==> config.mk <==
export PLATFORM = sky130hd
export DESIGN_NAME = tagged_dispatch_fifo
export DESIGN_NICKNAME = d
export VERILOG_FILES = /design/src/rtl/tagged_dispatch_fifo.sv
export SDC_FILE = /design/constraint.sdc
export NUM_CORES = 1
export LEC_CHECK = 0
export ABC_AREA = 1
export CAP_MARGIN = 20
export CELL_PAD_IN_SITES_DETAIL_PLACEMENT = 1
export CELL_PAD_IN_SITES_GLOBAL_PLACEMENT = 2
export CORE_ASPECT_RATIO = 0.7
export CORE_MARGIN = 5
export CORE_UTILIZATION = 29
export DETAILED_ROUTE_END_ITERATION = 7
export PLACE_DENSITY_LB_ADDON = 0.1
export REMOVE_ABC_BUFFERS = 1
export SLEW_MARGIN = 20
export SYNTH_ARGS = -nofsm -noshare
export SYNTH_HDL_FRONTEND = slang
export SYNTH_SLANG_ARGS = --single-unit
==> constraint.sdc <==
create_clock -name clk -period 5.65 [get_ports clk]
set_input_delay 1.13 -clock clk [delete_from_list [all_inputs] [get_ports clk]]
set_output_delay 1.13 -clock clk [all_outputs]
set_load 0.02 [all_outputs]
==> src/rtl/tagged_dispatch_fifo.sv <==
// tagged_dispatch_fifo: single in-order ingress FIFO of {tag,data} entries dispatched
// to one of NUM_CHANNELS consumers, gated by per-channel credit counters.
// Head-of-line blocking is intentional: a head with no credit stalls every channel.
// Optional feature macro: DISPATCH_BYPASS_EN (an empty FIFO forwards a creditable push
// straight to the output registers, giving one cycle of latency instead of two).
module tagged_dispatch_fifo #(
  parameter int unsigned NUM_CHANNELS = 4,
  parameter int unsigned WIDTH        = 8,
  parameter int unsigned DEPTH        = 4,
  parameter int unsigned CREDITS      = 2,
  parameter int unsigned TAGWIDTH     = $clog2(NUM_CHANNELS)
) (
  input  logic                         clk,
  input  logic                         rst,
  input  logic                         push,
  input  logic [TAGWIDTH-1:0]          push_tag,
  input  logic [WIDTH-1:0]             data_in,
  input  logic [NUM_CHANNELS-1:0]      credit_ret,
  output logic                         full,
  output logic                         empty,
  output logic [$clog2(DEPTH+1)-1:0]   count,
  output logic [NUM_CHANNELS-1:0]      out_vld,
  output logic [TAGWIDTH-1:0]          out_tag,
  output logic [WIDTH-1:0]             data_out,
  output logic                         err
);

  localparam int unsigned PW = $clog2(DEPTH);
  localparam int unsigned CW = $clog2(DEPTH + 1);
  localparam int unsigned KW = $clog2(CREDITS + 1);

  typedef struct packed {
    logic [TAGWIDTH-1:0] tag;
    logic [WIDTH-1:0]    data;
  } entry_t;

  entry_t                mem [DEPTH];
  logic [PW-1:0]         rd_ptr;
  logic [PW-1:0]         wr_ptr;
  logic [PW-1:0]         rd_ptr_next;
  logic [PW-1:0]         wr_ptr_next;
  logic [CW-1:0]         count_next;
  logic [KW-1:0]         credit      [NUM_CHANNELS];
  logic [KW-1:0]         credit_next [NUM_CHANNELS];

  entry_t                head;
  logic                  tag_ok;
  logic                  pop;
  logic                  bypass;
  logic                  disp;
  logic                  accept;
  logic                  push_err;
  logic                  ovf;
  logic [TAGWIDTH-1:0]   disp_tag;
  logic [WIDTH-1:0]      disp_data;
  logic [NUM_CHANNELS-1:0] vld_c;

  assign head   = mem[rd_ptr];
  assign tag_ok = 32'(push_tag) < NUM_CHANNELS;
  assign pop    = !empty && (credit[head.tag] != '0);

`ifdef DISPATCH_BYPASS_EN
  assign bypass = empty && push && tag_ok && (credit[push_tag] != '0);
`else
  assign bypass = 1'b0;
`endif

  assign disp      = pop || bypass;
  assign disp_tag  = pop ? head.tag  : push_tag;
  assign disp_data = pop ? head.data : data_in;

  // A full FIFO still takes a push when the head leaves in the same cycle
  assign accept   = push && tag_ok && !bypass && (!full || pop);
  assign push_err = push && (!tag_ok || (full && !pop));

  // One-hot dispatch strobe for the channel being served this cycle
  always_comb begin
    vld_c = '0;
    for (int k = 0; k < NUM_CHANNELS; k++) begin
      vld_c[k] = disp && (disp_tag == TAGWIDTH'(k));
    end
  end

  // Pointer and occupancy next-state; pointers wrap explicitly so DEPTH may be non-power-of-2
  always_comb begin
    rd_ptr_next = rd_ptr;
    wr_ptr_next = wr_ptr;
    if (pop) begin
      rd_ptr_next = (rd_ptr == PW'(DEPTH - 1)) ? '0 : rd_ptr + PW'(1);
    end
    if (accept) begin
      wr_ptr_next = (wr_ptr == PW'(DEPTH - 1)) ? '0 : wr_ptr + PW'(1);
    end
    count_next = count + CW'(accept) - CW'(pop);
  end

  // Credit next-state: return and dispatch on the same channel cancel; return at max overflows
  always_comb begin
    ovf = 1'b0;
    for (int k = 0; k < NUM_CHANNELS; k++) begin
      credit_next[k] = credit[k];
      if (credit_ret[k] && !vld_c[k]) begin
        if (credit[k] == KW'(CREDITS)) begin
          ovf = 1'b1;
        end else begin
          credit_next[k] = credit[k] + KW'(1);
        end
      end else if (!credit_ret[k] && vld_c[k]) begin
        credit_next[k] = credit[k] - KW'(1);
      end
    end
  end

  // Entry storage; contents are don't-care until written so no reset is needed
  always_ff @(posedge clk) begin
    if (accept) begin
      mem[wr_ptr] <= entry_t'{tag: push_tag, data: data_in};
    end
  end

  // FIFO control, credits and sticky error
  always_ff @(posedge clk or posedge rst) begin
    if (rst) begin
      rd_ptr <= '0;
      wr_ptr <= '0;
      count  <= '0;
      full   <= 1'b0;
      empty  <= 1'b1;
      err    <= 1'b0;
      for (int k = 0; k < NUM_CHANNELS; k++) begin
        credit[k] <= KW'(CREDITS);
      end
    end else begin
      rd_ptr <= rd_ptr_next;
      wr_ptr <= wr_ptr_next;
      count  <= count_next;
      full   <= (count_next == CW'(DEPTH));
      empty  <= (count_next == '0);
      err    <= err | push_err | ovf;
      for (int k = 0; k < NUM_CHANNELS; k++) begin
        credit[k] <= credit_next[k];
      end
    end
  end

  // Registered dispatch outputs; tag and payload hold between dispatches
  always_ff @(posedge clk or posedge rst) begin
    if (rst) begin
      out_vld  <= '0;
      out_tag  <= '0;
      data_out <= '0;
    end else begin
      out_vld <= vld_c;
      if (disp) begin
        out_tag  <= disp_tag;
        data_out <= disp_data;
      end
    end
  end

endmodule
==> results of run 1 <==
## Yosys cell counts
library cell | instances | area share, %
o21ai_0 | 19 | 3.0
dfstp_2 | 5 | 4.1
fa_1 | 1 | 0.63
edfxtp_1 | 40 | 38
nand3b_1 | 3 | 0.71
o21bai_1 | 3 | 0.71
inv_2 | 2 | 0.24
nand2_2 | 7 | 1.4
nand4_1 | 3 | 0.59
nand2_1 | 49 | 5.8
nand3_1 | 19 | 3.0
nand3_2 | 4 | 1.3
or2_1 | 2 | 0.39
nor3_1 | 2 | 0.31
a31oi_1 | 8 | 1.6
inv_1 | 30 | 3.5
dfrtp_1 | 27 | 21
buf_6 | 3 | 1.1
clkbuf_1 | 1 | 0.12
or2_0 | 1 | 0.20
ha_1 | 7 | 2.8
nand2_4 | 2 | 0.71
buf_2 | 3 | 0.47
buf_4 | 1 | 0.24
nand4_2 | 2 | 0.79
nor3b_1 | 1 | 0.24
xnor2_1 | 1 | 0.28
nor2_1 | 53 | 6.2
xor2_1 | 1 | 0.28
or2_2 | 1 | 0.20
o21ai_1 | 2 | 0.31
## per-layer routing
| metal | global-route usage [%] | share of wire [%] |
|---|---|---|
| met1 | 17.79 | 53 |
| met2 | 17.01 | 42 |
| met3 | 4.193 | 4.8 |
| met4 | 3.718 | 0.91 |
| met5 | 0 | 0 |
## registers in the layout, indices dropped and copies added (netlist names)
name and count:
data_out 8, out_vld 4, mem 40, wr_ptr 2, out_tag 2, credit 8
full 1, err 1, rd_ptr 2, count 3, empty 1
## cells by family after synthesis
group / Yosys count / share of synthesized area, %
AOI/OAI and AO/OA: 32 / 5.580
xor gates and xnor gates: 2 / 0.5502
adders and majority gates: 8 / 3.379
buffers and inverters: 40 / 5.658
DFF: 72 / 63.06
and+or+nand+nor: 149 / 21.77
## tightest hold or removal path, delay by kind of cell, from the launching register on
family           cells  cell delay, ns
and+or+nand+nor      2            0.11
DFF                  1            0.37
## area by class of cell
class / instances / area share, %
Clock buffer: 9 / 5.636
Inverter: 32 / 3.006
Multi-Input combinational cell: 191 / 24.92
Sequential cell: 72 / 50.25
Tap cell: 153 / 4.790
Timing Repair Buffer: 39 / 9.580
Clock inverter: 7 / 1.816
## stage by stage
| stage | area [um^2] | worst slack (ns) | utilization, % | hold slack [ns] | power, uW |
|---|---|---|---|---|---|
| after global placement | 3699 | 1.853 | 33.96 | 0.4637 | 1939 |
| after floorplan | 3124 | 2.416 | - | 0.4492 | 1577 |
| after CTS | 3996 | 1.639 | 36.70 | 0.4842 | 2547 |
| after detailed placement | 3699 | 1.670 | 33.96 | 0.4768 | 1964 |
| final | 3996 | 1.664 | 36.70 | 0.4757 | 2498 |
| after global routing | 3996 | 1.203 | 36.70 | 0.5055 | 2735 |
## where the power goes
part	internal, uW	total (uW)	switching (uW)	leakage (uW)
combinational	395	1060	667	0.000793
clock	341	561	221	0.000131
sequential	749	875	126	0.000741
total	1480	2500	1010	0.00166
## final timing paths
kind                                    endpoint  slack, ns
setup / recovery                  full$_DFF_PP0_       1.66
hold / removal             credit[3]$_DFFE_PP1P_       0.48
setup reg to reg                  full$_DFF_PP0_       1.66
hold reg to reg            credit[3]$_DFFE_PP1P_       0.48
max in group asynchronous  credit[1]$_DFFE_PP1P_       4.08
min in group asynchronous   out_vld[0]$_DFF_PP0_       1.21
==> results.ini, run 1 <==
[clock_tree]
cts_inserted_buffers=9
clock-sinks=72
cts_hold_buffers=0
post-cts-setup-buffer-count=0
path_clk_slew_ns=0.06
h-tree-depth=3
root_buffer=clkbuf_16
tritoncts=built
clock_path_buffers=2
cts_resized=0
clk_latency_ns=0.33

[setup_path]
endpoint_kind=register
path_delay_family=simple AND/OR/NAND/NOR gates
critPathBufInv=4
worstRegToRegCells=16
required_ns=5.89
path_cells=inv_2 -> nand2_1 -> nand3_1 -> nand2_1 -> inv_1 -> nand3_2 -> nand2_4 -> nand2_2 -> inv_2 -> ha_1 -> inv_1 -> ha_1 -> fa_1 -> xnor2_1 -> xor2_1 -> nor3b_1
startpoint_type=register
startpoint=rd_ptr[0]$_DFFE_PP0N_
crit_slowest_cell=dfrtp_1
cp_max_fo=23
max_stage_delay_ns=0.86
r2r-start=rd_ptr[0]$_DFFE_PP0N_
cp_num_cells=16
critical_path_class=register to register
cp.arrival_ns=4.22

[layout]
layout_common_cells=nor2_1 (53), nand2_1 (49), edfxtp_1 (40)
final_common_cell=nor2_1
drive_above_1_share_pct=11.71
n_fill_cell=1245
stdcell_count=503
multi_input_area_um2=996.0
n_antenna_cell=0
nets=370
area.growth.synth_to_final_pct=25.50
seq_area_mm2=0.002008

[floorplanning]
rows=32
io-pin-count=37
core_area_mm2=0.01089
die-area_mm2=0.01321
start_util_pct=29.24
fp.dieW_um=135.2
die_h_um=97.67

[global_routing]
gr-total-overflow=0
grt_pass1_wl_um=12370
grt_pass1_vias=2303
track_usage_pct=12.22
grt_max_degree=33
antenna_found_initial=0

[timing]
setup_tns_ns=0
slew_violations=0
max_freq_ghz=0.2509
fin_crit_sh_pct=70.56
tightest_slew_ns=0.9979
maxSlewHeadroom_pct=33.23
fin_skew_ns=0.006218
rsz0062_at_grt=no
period_needed_ns=3.986
final-setup-viol-count=0
hold_violations=0

[logic_synthesis]
synth_cell_types=31
ys_warn_count=0
synthesis.area_mm2=0.003184
synth_cells=303
synth-seq-cells=72
yosysSeqAreaShare_pct=63.06
avgSynthCellArea_um2=10.51

[route]
vias=2134
wire_per_inst_um=14.60
antenna_left=0
routed_wl_um=7345
drtIter0Drc=104
viasPerCell=4.243
firstDrtPassIters=4
drc=0

[worst_hold_path]
min_delay_path_depth=2
hp-class=register to register
hp-start=credit[3]$_DFFE_PP1P_

[power_and_ir_drop]
ir_worst_vdd_mv=0.1774
leakagePower_uw=0.001665
p_per_area_mw_per_mm2=625.0

[outcome]
status=finished, final reports clean

[placed_design]
gp_congestion=0.7400
placedCellCount=487
place_hpwl_um=5059
portBuffers=36

[run]
maxCapViolCount=0

No activity file was read; power rests on OpenSTA's default activity.
==> run 2, diff against run 1 <==
==> constraint.sdc (replaced) <==
create_clock -name clk -period 3.4 [get_ports clk]
set_input_delay 0.68 -clock clk [delete_from_list [all_inputs] [get_ports clk]]
set_output_delay 0.68 -clock clk [all_outputs]
set_load 0.02 [all_outputs]
==> results.ini, run 2 (synthesis results as in run 1) <==
[floorplanning]
io-pin-count=37
core_area_mm2=0.01089
start_util_pct=29.24
die_h_um=97.67
die-area_mm2=0.01321
fp.dieW_um=135.2
rows=32

[clock_tree]
cts_inserted_buffers=9
clk_latency_ns=0.33
root_buffer=clkbuf_16
path_clk_slew_ns=0.06
tritoncts=built
clock-sinks=72
clock_path_buffers=2
cts_hold_buffers=0
h-tree-depth=3

[global_routing]
grt_max_degree=33
track_usage_pct=12.11
grt_pass1_wl_um=12220
gr-total-overflow=0
grt_pass1_vias=2277
antenna_found_initial=0

[setup_path]
endpoint_kind=register
cp.arrival_ns=3.40
startpoint_type=register
worstReg2RegEnd=full$_DFF_PP0_
r2r_setup_slack_ns=0.25
cp_max_fo=7
path_cells=inv_2 -> nand2_1 -> nand3_1 -> nand2_1 -> inv_1 -> nand3_2 -> nand2_4 -> nand2_2 -> nand2_2 -> nand2_2 -> ha_1 -> inv_1 -> ha_1 -> fa_1 -> xnor2_1 -> xor2_1 -> nor3b_2
critical_path_class=register to register
crit_top_cell=nand2_2
r2r-start=rd_ptr[0]$_DFFE_PP0N_
worstRegToRegCells=17
crit_slowest_cell=dfrtp_1
required_ns=3.65
max_stage_delay_ns=0.46

[timing]
fin_skew_ns=0.004074
maxSlewHeadroom_pct=69.02
rsz0062_at_grt=no
tightest_slew_ns=0.4648
setup_tns_ns=0
period_needed_ns=3.146
slew_violations=0
fin_crit_sh_pct=92.53
max_freq_ghz=0.3179
final-setup-viol-count=0
hold_violations=0

[power_and_ir_drop]
p_per_area_mw_per_mm2=1068
leakagePower_uw=0.001739
ir_worst_vdd_mv=0.3710

[route]
antenna_left=0
wl_met1_um=3897
wire_per_inst_um=14.41
drc=0
drtIter0Drc=89
routed_wl_um=7365
met3_length_um=245
firstDrtPassIters=4
vias=2178
highest_layer=met4
viasPerCell=4.262
wl_met2_um=3124

[layout]
area.growth.synth_to_final_pct=29.00
nets=378
n_antenna_cell=0
multi_input_area_mm2=0.001001
postLayoutCellArea_mm2=0.004108
regMostFlops=mem
drive_above_1_share_pct=13.97
seq_area_mm2=0.002008
largest_register_ffs=40
n_fill_cell=1223
final_common_cell=nor2_1
reg_top3=mem x40, credit x8, data_out x8
layout_common_cells=nor2_1 (53), nand2_1 (49), edfxtp_1 (40)

[run]
maxCapViolCount=0

[placed_design]
gp_congestion=0.7855
place_hpwl_um=5142
portBuffers=36
placed_cell_area_mm2=0.003759

[worst_hold_path]
hp-class=register to register
hp-start=credit[5]$_DFFE_PP1P_
min_delay_path_depth=2
whs_endpoint=credit[5]$_DFFE_PP1P_

[outcome]
status=finished, final reports clean

==> run 2: report_power, final <==
part / total (uW) / internal [uW] / switching [uW]
clock network: 1080 / 717 / 364
logic: 1890 / 728 / 1160
registers: 1410 / 1240 / 169
total: 4390 / 2690 / 1700
==> run 2: how the worst max path moves through the flow <==
| stage | from | end | slack [ns] | cells past startpoint |
|---|---|---|---|---|
| 5_1_grt | rd_ptr[0]$_DFFE_PP0N_ | full$_DFF_PP0_ | 0.01 | 17 |
| 4_1_cts | rd_ptr[0]$_DFFE_PP0N_ | full$_DFF_PP0_ | 0.16 | 17 |
| 2_1_floorplan | rd_ptr[0]$_DFFE_PP0N_ | full$_DFF_PP0_ | 0.17 | 16 |
| 3_5_place_dp | rd_ptr[0]$_DFFE_PP0N_ | full$_DFF_PP0_ | 0.15 | 17 |
| 6_report | rd_ptr[0]$_DFFE_PP0N_ | full$_DFF_PP0_ | 0.25 | 17 |
| 3_3_place_gp | rd_ptr[0]$_DFFE_PP0N_ | full$_DFF_PP0_ | 0.36 | 17 |
==> run 2: final cells by class <==
type | count | share of cell area (%)
Multi-Input combinational cell | 191 | 24.37
Timing Repair Buffer | 47 | 10.78
Tap cell | 153 | 4.660
Inverter | 32 | 2.924
Clock inverter | 7 | 2.894
Sequential cell | 72 | 48.89
Clock buffer | 9 | 5.483
==> run 2: through the flow <==
step                      worst slack, ns  instances  total power, uW  util, %  hold slack (ns)
final                              0.2539        511             4387    37.72           0.4755
after CTS                          0.1551        511             4459    37.67           0.4769
after detailed placement           0.1527        495             3344    34.51           0.4715
after global placement             0.3631        495             3333    34.51           0.4648
after global routing              0.01106        511             4758    37.72           0.4950
after floorplan                    0.1661        295             2620        -           0.4492
==> run 2: routing by layer <==
metal | up-vias | GRT usage [%]
met5 | - | 0
met4 | 0 | 4.183
met3 | 9 | 3.882
met2 | 31 | 17.32
met1 | 1034 | 17.18
li1 | 1104 | -
==> run 2: critical path: cells and delay by family (launching register included) <==
| kind | cells | cell delay (ns) |
|---|---|---|
| fa+ha+maj | 3 | 0.86 |
| xor+xnor | 2 | 0.40 |
| flops | 1 | 0.46 |
| simple gates | 9 | 1.00 |
| buf+inv | 3 | 0.34 |
==> run 2: what timing repair did <==
item	CTS	global route
buffers inserted	0	0
endpoints found under the hold margin	0	0
resized for setup	0	1
setup endpoints to repair	0	1
==> run 3, diff against run 2 <==
--- a/config.mk
+++ b/config.mk
@@ -19,3 +19,4 @@
 export SYNTH_ARGS = -nofsm -noshare
 export SYNTH_HDL_FRONTEND = slang
 export SYNTH_SLANG_ARGS = --single-unit
+export TNS_END_PERCENT = 100
==> results of run 3 <==
The final DEF is identical to that of run 2; final timing and power are the same.
==> patch 1 (config.mk and constraints of run 2) <==
The option `DISPATCH_BYPASS_EN` is turned on by a define.
--- a/src/rtl/tagged_dispatch_fifo.sv
+++ b/src/rtl/tagged_dispatch_fifo.sv
@@ -4,4 +4,6 @@
 // Optional feature macro: DISPATCH_BYPASS_EN (an empty FIFO forwards a creditable push
 // straight to the output registers, giving one cycle of latency instead of two).
+`define DISPATCH_BYPASS_EN
+
 module tagged_dispatch_fifo #(
   parameter int unsigned NUM_CHANNELS = 4,
Behaviour: not the same (a bounded check fails within 4 cycles, from zero or initial values and one cycle with rst high).
==> patch 1 against run 2 <==
Final area increased by 3.0%. Synthesized area up 4.8%. Wire length rose by 14%. Setup slack better by 0.029 ns. Sequential cell count stayed put. Total power up 8.5%. Worst hold slack improved by 0.011 ns. Via count rose by 12%. Cell count rose by 4.3%. Die area grew 4.4%. Largest power group unchanged.
==> patch 1: results (changes against run 2) <==
[synthesis]
synth_area_leaders=edfxtp_1 (36%), dfrtp_1 (20%), nand2_1 (6.6%), nand3_1 (4.3%), nor2_1 (4.0%)
synth_commonest_cells=nand2_1 (59), edfxtp_1 (40), nor2_1 (36), inv_1 (31), nand3_1 (29)
ys_dominant_reg_cell=edfxtp_1
yosysSeqAreaShare_pct=60.2  ; -2.9 points
synth-edff-count=40  ; unchanged
synthCells=324  ; +6.9%
synth_cell_types=33  ; +6.5%
synthArstFlopShare_pct=44.4  ; unchanged
ys_warn_count=0  ; unchanged

[power]
ir_drop_mv=0.362  ; -2.4%
p_per_area_mw_per_mm2=1120  ; +5.3%
p_leak_nw=1.78  ; +2.5%

[placement]
postPlaceCellArea_mm2=0.00394  ; +4.9%
gp_congestion=0.743  ; -5.4%
post-place-cells=517  ; +4.4%
portBuffers=36  ; unchanged
dp_hpwl_um=6120  ; +19%
post-place-ws_ns=-0.0505  ; -0.203 ns

[final_layout]
seq_area_mm2=0.00201  ; unchanged
n_all_buffers=51  ; +8.5%
buf_share_pct=11.2  ; +0.39 points
top_regs=mem (40), credit (8), data_out (8)
nFillCells=1291  ; +5.6%
num-nonclk-inverters=35  ; +9.4%
nNetsFinal=400  ; +5.8%
drive_gt1_share_pct=15.3  ; +1.3 points
design.seq.count=72  ; unchanged
final_cells=533  ; +4.3%
num_antenna_cells=0  ; unchanged
multi_input_gates=206  ; +7.9%
num-clock-buffers=10  ; +1
clkCellAreaFrac_pct=6.86  ; -1.5 points
multiInputGateArea_mm2=0.00114  ; +14%

[worst_setup_path]
worstPathMaxFanout=4  ; -3
crit_start=push_tag[0]
reg2reg_from=rd_ptr[0]
worstPathArrival_ns=3.36  ; -0.04 ns

[sta]
skew_ns=0.00526  ; +0.00118 ns
relSlewSlack_pct=69.0  ; about the same

[grt]
grt_pass1_wl_um=13700  ; +12%
track_usage_pct=12.8  ; +0.68 points
grt_pass1_vias=2584  ; +13%

[cts]
cts_resized=0  ; unchanged
cts_buffers=9  ; unchanged
post_cts_buffers=0  ; unchanged
cts_root_buf=clkbuf_16
clock_path_buffers=2  ; unchanged
clk_latency_ns=0.33  ; about the same

[route]
drc=0  ; unchanged
drt-total-wl_um=8410  ; +14%
avgViaCountPerCell=4.59  ; +7.7%
drt-initial-drc-count=91  ; +2.2%

[floorplan]
taps=153  ; unchanged

[outcome]
status=finished clean

patch 1: cell types whose count changed in the layout (fill, tap and decap cells not counted), sizes merged, moves of 3 or more:
cell           run 2  this run
a31oi              8         0
o211ai             0         8
buf               11        15
nor2              53        37
nand2             58        72
o221ai             0         8
a21oi              0         3
nand3             23        34
or2                4         0
patch 1: routing by layer:
layer	track usage, %	routed length, um	vias up
met1	18.3	4450	1199
met2	18.7	3640	27
met3	3.70	225	11
met5	0	0	-
met4	3.87	92	0
li1	-	-	1210
patch 1: worst max-delay path, cell delays in order:
cell and delay (ns):
clkdlybuf4s50_1 0.59, inv_1 0.10, nor3_1 0.15, o31ai_1 0.12, nand3_1 0.10, nand3_1 0.11
ha_1 0.29, inv_1 0.04, ha_1 0.18, fa_1 0.37, xnor2_1 0.20, xor2_1 0.24
nor3b_1 0.20
patch 1: power by group:
| group | total [mW] | switching (mW) | internal, mW |
|---|---|---|---|
| Clock | 0.918 | 0.353 | 0.565 |
| Sequential | 1.42 | 0.164 | 1.25 |
| Combinational | 2.43 | 1.55 | 0.881 |
patch 1: kinds of logic after synthesis:
group	count (synthesis)	share of synthesized area, %
buf+inv	46	5.77
xor+xnor	2	0.525
simple gates	153	22.1
compound gates	43	8.21
fa+ha+maj	8	3.22
flops	72	60.2
patch 1: worst paths after layout:
path | cells after the start | slack (ns) | endpoint
worst min register to register | 2 | 0.49 | credit[5]
worst max register to register | 17 | 0.32 | full
min in group asynchronous | 3 | 0.76 | count[2]
worst min-delay path | 2 | 0.49 | credit[5]
max in group asynchronous | 3 | 2.29 | credit[1]
worst max-delay path | 13 | 0.28 | full
==> patch 2 (flow settings as in run 2) <==
Made on the original files. Register the output `err` once more; this adds one clock of latency there. The other outputs are not delayed to match.
--- a/src/rtl/tagged_dispatch_fifo.sv
+++ b/src/rtl/tagged_dispatch_fifo.sv
@@ -34,4 +34,6 @@
     logic [WIDTH-1:0]    data;
   } entry_t;
+
+  logic err_s0;
 
   entry_t                mem [DEPTH];
@@ -127,5 +129,5 @@
       full   <= 1'b0;
       empty  <= 1'b1;
-      err    <= 1'b0;
+      err_s0 <= 1'b0;
       for (int k = 0; k < NUM_CHANNELS; k++) begin
         credit[k] <= KW'(CREDITS);
@@ -137,5 +139,5 @@
       full   <= (count_next == CW'(DEPTH));
       empty  <= (count_next == '0);
-      err    <= err | push_err | ovf;
+      err_s0 <= err_s0 | push_err | ovf;
       for (int k = 0; k < NUM_CHANNELS; k++) begin
         credit[k] <= credit_next[k];
@@ -159,3 +161,7 @@
   end
 
+  always_ff @(posedge clk) begin
+    err <= err_s0;
+  end
+
 endmodule
Formal check against the unedited RTL: not equivalent (a bounded check fails within 4 cycles, from zero or initial values and one cycle with rst high).
==> patch 2 against run 2 <==
Sequential cell count rose by 1. Synthesized area rose by 0.63%. Final area fell by 1.2%. Critical endpoint is now count[2]. Total power fell by 4.0%. Wire length fell by 1.9%. Worst hold slack got worse by 0.082 ns. Clock skew rose by 0.0015 ns. Maximum frequency rose by 2.1%. Setup slack improved by 0.065 ns. Combinational power rose by 4%.
==> patch 2: results (changes against run 2) <==
[route]
wl_met2_um=3120  ; -0.29%
drt-initial-drc-count=68  ; -24%
wl_met3_um=284  ; +16%

[synthesis]
synthCells=304  ; +0.33%
synth_fa_ha_area_share_pct=3.36  ; -0.021 points
synthArstFlopShare_pct=43.8  ; -0.61 points

[min_path]
worstHoldPathCells=0  ; -2
hold_start=err_s0
min_to=err

[final_layout]
drive_gt1_share_pct=14.1  ; +0.16 points
nNetsFinal=381  ; +0.79%

[grt]
grtUsageMet3_pct=4.99  ; +1.1 points
met1_usage_pct=16.2  ; -0.96 points
gr-usage-met2_pct=17.4  ; +0.11 points
track_usage_pct=11.9  ; -0.18 points

[power]
p_int_mw=2.52  ; -6.2%
p_leak_nw=1.72  ; -1.2%
ir_drop_mv=0.346  ; -6.6%

[worst_setup_path]
rrSetupSlack_ns=0.32  ; +0.06 ns
worstPathArrival_ns=3.36  ; -0.04 ns
critPathSlowestCell=dfrtp_2
rr_worst_depth=18  ; +1

[sta]
skew_ns=0.00557  ; +0.00149 ns
holdWs_ns=0.394  ; -0.0816 ns

[outcome]
status=finished clean

[placement]
post-place-cells=496  ; +0.20%

patch 2: cell types whose count changed after synthesis, sizes merged:
cell   change
dfxtp      +1
patch 2: cell type report:
type                    instances  area [um^2]  area share (%)
well taps                     153          191            4.71
clock buffers                   9          225            5.55
flip-flops and latches         73         2030            50.0
clock inverters                 7         37.5           0.925
inverters                      32          120            2.96
repair buffers                 49          458            11.3
multi-input cells             191          998            24.6
patch 2: what timing repair did:
item                       4_1_cts  5_1_grt
buffers inserted                 0        2
setup endpoints to repair        0        2
resized for setup                0        2
patch 2: power by group through the flow:
stage	registers [mW]	logic, mW	clock network, mW
floorplan	1.54	1.09	0
global placement	1.44	1.90	0
detailed placement	1.44	1.91	0
CTS	1.43	1.92	0.863
global route	1.46	2.22	0.901
finish	1.42	1.96	0.828
patch 2: per-stage QoR:
step	cell area, um^2	worst slack, ns	utilization, %
finish	4060	0.319	37.3
global route	4060	0.0319	37.3
CTS	4040	0.188	37.1
detailed placement	3780	0.223	34.7
global placement	3780	0.354	34.7
floorplan	3140	0.166	-
